`src/rtl/sprite_memory_arbiter.sv`:
```
// Single-port sprite memory arbiter: pixel reads have absolute priority,
// sprite writes are buffered in a small FIFO and drain on read-free cycles.
module sprite_memory_arbiter #(
    parameter int unsigned ADDR_W       = 14,
    parameter int unsigned DATA_W       = 9,
    parameter int unsigned FIFO_DEPTH   = 4,
    parameter int unsigned MEM_LATENCY  = 1,
    parameter int unsigned STARVE_LIMIT = 255
) (
    input  logic                        clk,
    input  logic                        reset,
    input  logic                        rd_req,
    input  logic [ADDR_W-1:0]           rd_addr,
    output logic                        rd_valid,
    output logic [DATA_W-1:0]           rd_data,
    input  logic                        wr_valid,
    input  logic [ADDR_W-1:0]           wr_addr,
    input  logic [DATA_W-1:0]           wr_data,
    output logic                        wr_ready,
    output logic                        wr_done,
    output logic [ADDR_W-1:0]           mem_addr,
    output logic [DATA_W-1:0]           mem_data,
    output logic                        mem_wren,
    input  logic [DATA_W-1:0]           mem_q,
    output logic [$clog2(FIFO_DEPTH):0] fifo_level,
    output logic                        starved
);
    localparam int unsigned PTR_W = $clog2(FIFO_DEPTH);
    localparam int unsigned LVL_W = PTR_W + 1;
    localparam int unsigned CNT_W = $clog2(STARVE_LIMIT + 1);

    typedef enum logic [1:0] {S_IDLE, S_RD, S_WR} state_t;

    state_t                 state, state_next;
    logic [ADDR_W-1:0]      fifo_addr [FIFO_DEPTH];
    logic [DATA_W-1:0]      fifo_data [FIFO_DEPTH];
    logic [PTR_W-1:0]       wr_ptr, rd_ptr;
    logic [CNT_W-1:0]       starve_cnt, starve_cnt_next;
    logic [MEM_LATENCY-1:0] rd_pipe, rd_pipe_next;
    logic                   push, pop;
    logic [ADDR_W-1:0]      mem_addr_next;
    logic [DATA_W-1:0]      mem_data_next, rd_data_next;
    logic                   mem_wren_next, rd_valid_next;
    logic [LVL_W-1:0]       level_next;

    // Grant decision and next values for every registered output
    always_comb begin
        state_next      = S_IDLE;
        push            = wr_valid && wr_ready;
        pop             = 1'b0;
        mem_addr_next   = mem_addr;
        mem_data_next   = mem_data;
        mem_wren_next   = 1'b0;
        starve_cnt_next = '0;
        rd_pipe_next    = (rd_pipe << 1) | MEM_LATENCY'(state == S_RD);
        rd_valid_next   = rd_pipe[MEM_LATENCY-1];
        rd_data_next    = rd_pipe[MEM_LATENCY-1] ? mem_q : rd_data;

        if (rd_req) begin
            state_next = S_RD;
        end else if (fifo_level != '0) begin
            state_next = S_WR;
        end

        case (state_next)
            S_RD: mem_addr_next = rd_addr;
            S_WR: begin
                pop           = 1'b1;
                mem_addr_next = fifo_addr[rd_ptr];
                mem_data_next = fifo_data[rd_ptr];
                mem_wren_next = 1'b1;
            end
            default: ;
        endcase

        level_next = fifo_level + LVL_W'(push) - LVL_W'(pop);

        // Only a read blocking a non-empty FIFO advances the counter; pops and empty clear it
        if (rd_req && fifo_level != '0) begin
            starve_cnt_next = (starve_cnt == CNT_W'(STARVE_LIMIT)) ? starve_cnt
                                                                   : starve_cnt + CNT_W'(1);
        end
    end

    always_ff @(posedge clk or posedge reset) begin
        if (reset) begin
            state      <= S_IDLE;
            wr_ptr     <= '0;
            rd_ptr     <= '0;
            starve_cnt <= '0;
            rd_pipe    <= '0;
            fifo_level <= '0;
            wr_ready   <= 1'b1;
            mem_addr   <= '0;
            mem_data   <= '0;
            mem_wren   <= 1'b0;
            wr_done    <= 1'b0;
            rd_valid   <= 1'b0;
            rd_data    <= '0;
            starved    <= 1'b0;
        end else begin
            state      <= state_next;
            if (push) wr_ptr <= wr_ptr + PTR_W'(1);
            if (pop)  rd_ptr <= rd_ptr + PTR_W'(1);
            starve_cnt <= starve_cnt_next;
            rd_pipe    <= rd_pipe_next;
            fifo_level <= level_next;
            wr_ready   <= (level_next != LVL_W'(FIFO_DEPTH));
            mem_addr   <= mem_addr_next;
            mem_data   <= mem_data_next;
            mem_wren   <= mem_wren_next;
            wr_done    <= mem_wren_next;
            rd_valid   <= rd_valid_next;
            rd_data    <= rd_data_next;
            starved    <= (starve_cnt_next == CNT_W'(STARVE_LIMIT));
        end
    end

    // FIFO storage needs no reset; pointers and level define validity
    always_ff @(posedge clk) begin
        if (push) begin
            fifo_addr[wr_ptr] <= wr_addr;
            fifo_data[wr_ptr] <= wr_data;
        end
    end

endmodule

```
`config.mk`:
```
export PLATFORM = sky130hd
export DESIGN_NAME = sprite_memory_arbiter
export DESIGN_NICKNAME = d
export VERILOG_FILES = /design/src/rtl/sprite_memory_arbiter.sv
export SDC_FILE = /design/constraint.sdc
export NUM_CORES = 1
export LEC_CHECK = 0
export CAP_MARGIN = 30
export CORE_MARGIN = 3
export CORE_UTILIZATION = 48
export DETAILED_ROUTE_END_ITERATION = 6
export PLACE_DENSITY = 0.75
export SYNTH_ARGS = -nofsm -noshare
export SYNTH_HDL_FRONTEND = slang
export SYNTH_SLANG_ARGS = --single-unit
```
`constraint.sdc`:
```
create_clock -name clk -period 2.5 [get_ports clk]
set_clock_uncertainty 0.05 [all_clocks]
set_input_delay 0.5 -clock clk [delete_from_list [all_inputs] [get_ports clk]]
set_output_delay 0.5 -clock clk [all_outputs]
set_load 0.005 [all_outputs]
```
==> metrics <==
CTS tree=built; total CTS buffers=17; predominant post-synthesis flop cell=edfxtp_1; die area=13400 um2; Worst Path Arrival=2.41 ns; post_cts resized=0; most frequent cell after synthesis=edfxtp_1; Syn. warnings=0; mapped cell area=5800 um2; power share of the sequential group=0.410; max-slew violation count=0; Antenna Nets Post-Route=0; peak supply drop=0.574 mV; cell row count=39; first-pass iteration count of the detailed router=4; minimum clock period=2.13 ns; # diodes=0; largest area contributor in the netlist=edfxtp_1; Leakage Power=2.82 nW; final worst path period share=0.853; post-synth net total=383; DP Wirelength=7050 um; Seq/Total Area, Yosys=0.709; flop2flop setup slack=0.38 ns; Synth top area share=0.476; crit end category=register; R2R Path End=wr_ready; number of enable flip-flop cells after synthesis=92; Commonest cells post-synth=edfxtp_1, dfrtp_1, mux4_2; RSZ-0062 raised after global routing=false; R2R depth=9; wire length per cell=18.6 um; fin util=0.654; status=finished clean; Clock Power Share=0.315; Async S/R FF share, synth=0.370; final setup fails=0; drc violations=0; Hold Vio Cnt, Final=0; Reg2Reg Launch Point=fifo_level[2]; Sw Ratio=0.255; critical path required time=2.78 ns; Initial Utilization=0.500; fmax=0.469 GHz; Mean Syn Cell Area=17.9 um2; GRT overflow=0; WL final=10900 um; final worst setup slack=0.368 ns; Post-CTS Setup Inserts=0; final hold slack=0.291 ns; first-pass GRT wire length=17600 um; initial drt markers=190; CTS H-tree depth=4; hold_buf cts=0; number of global-route vias before repair=3406; clock tree buffer depth=2; Final #Nets=490; Net Sw Power=2.17 mW; CTS clk-pin slew, worst paths=0.06 ns; die width=116 um; post-synth cell types=42; pwr dens=1120 nW/um2; CP max FO=2; Total Routing Usage GR=0.177; crit start category=input port; DR vias=3148; post-synthesis register bit count=146; Worst-Margin Slew=0.426 ns; Via density=5.35; synthesized instance count=325; core area=11600 um2; internal power=6.34 mW; CP endpoint=wr_ready; maxcap violations=0; Worst Hold Class=input port to async pin; Synth area leaders=edfxtp_1, dfrtp_1, mux4_2; Final Wtd Congestion=0.776; layout cells sized above 1=0.220; initial antenna violation count=0; I/O Buffers=89; Gate power share=0.275; synthesis-to-layout area growth=30.8%; total clock sinks=146; critical path class=input port to register; crit path launch=rd_req; Top Ports=90; pre-CTS setup slack=-0.0905 ns; final setup TNS=0 ns; largest net degree at the start of global routing=44; Worst-Skew Late Latency=0.40 ns; Die Ht=116 um; Slew headroom=0.716; Clock Tree Root=clkbuf_16
-- cell usage in the layout, fill, tap and decap left out, drive strengths merged, types with 3 or more instances in the layout --
cell            n
and3            5
clkbuf         28
nor3            4
ha              7
xnor2           6
a31oi           3
xor2            3
mux4           23
nor2           10
mux2           19
o21ai          15
nand2          22
dfrtp          53
mux2i          16
inv            11
edfxtp         92
clkdlybuf4s50  89
buf            16
-- power by group through the flow --
stage                     clock (mW)  combinational, mW  sequential [mW]
after floorplan                    0               1.44             3.46
after global placement             0               2.34             3.50
after detailed placement           0               2.39             3.53
after CTS                       2.72               2.40             3.50
after global routing            2.85               2.56             3.55
final                           2.68               2.35             3.49
-- layer usage --
metal  track usage  part of all wire  vias up
met5             0                 0        -
met4        0.0634             0.014        0
met3        0.0543             0.051       13
met2         0.287              0.50       91
met1         0.229              0.43     1602
li1              -                 -     1442
-- worst min path at each step --
stage	startpoint	endpoint	slack [ns]	cells after the start
floorplan	rd_pipe	rd_valid	0.30	0
finish	reset	mem_data[7]	0.29	2
global placement	state[1]	rd_pipe	0.33	1
global route	reset	mem_data[7]	0.29	2
detailed placement	state[1]	rd_pipe	0.34	1
CTS	reset	rd_data[3]	0.29	2
-- final cells by class --
class / count / area, um2
clock buffer: 28 / 613
inverter: 9 / 33.8
sequential: 146 / 4120
fill: 807 / 4020
timing repair buffer: 105 / 1060
tap: 143 / 179
clock inverter: 4 / 47.5
multi-input combinational: 153 / 1540
-- stage by stage --
step	total power, mW	area (um2)	cells
after global routing	8.97	7590	588
after floorplan	4.90	5800	325
after detailed placement	5.92	6930	556
final	8.51	7590	588
after global placement	5.84	6930	556
after CTS	8.62	7590	588
-- cell families (layout without fill, tap and decap cells) --
logic type,after synthesis,after routing,share of synthesized area
xor+xnor,9,9,0.0136
compound gates,24,24,0.0246
flops,146,146,0.709
fa+ha+maj,8,8,0.0185
buf+inv,26,146,0.0252
simple gates,54,54,0.0507
mux,58,58,0.158
-- worst max-delay path, cell delays in order --
cell	delay, ns
clkdlybuf4s50_1	0.54
nor2_1	0.09
ha_1	0.28
inv_1	0.04
ha_1	0.18
fa_1	0.38
xor2_1	0.16
xnor2_1	0.19
nand2_1	0.07
-- state kept, by name (all words and copies together), names as in the netlist --
register    flops
wr_ready        1
mem_addr       14
starved         1
rd_ptr          2
state           2
rd_data         9
mem_data        9
starve_cnt      8
mem_wren        1
fifo_addr      56
wr_ptr          2
rd_valid        1
fifo_level      3
fifo_data      36
rd_pipe         1
No activity file was read; power rests on OpenSTA's default activity.
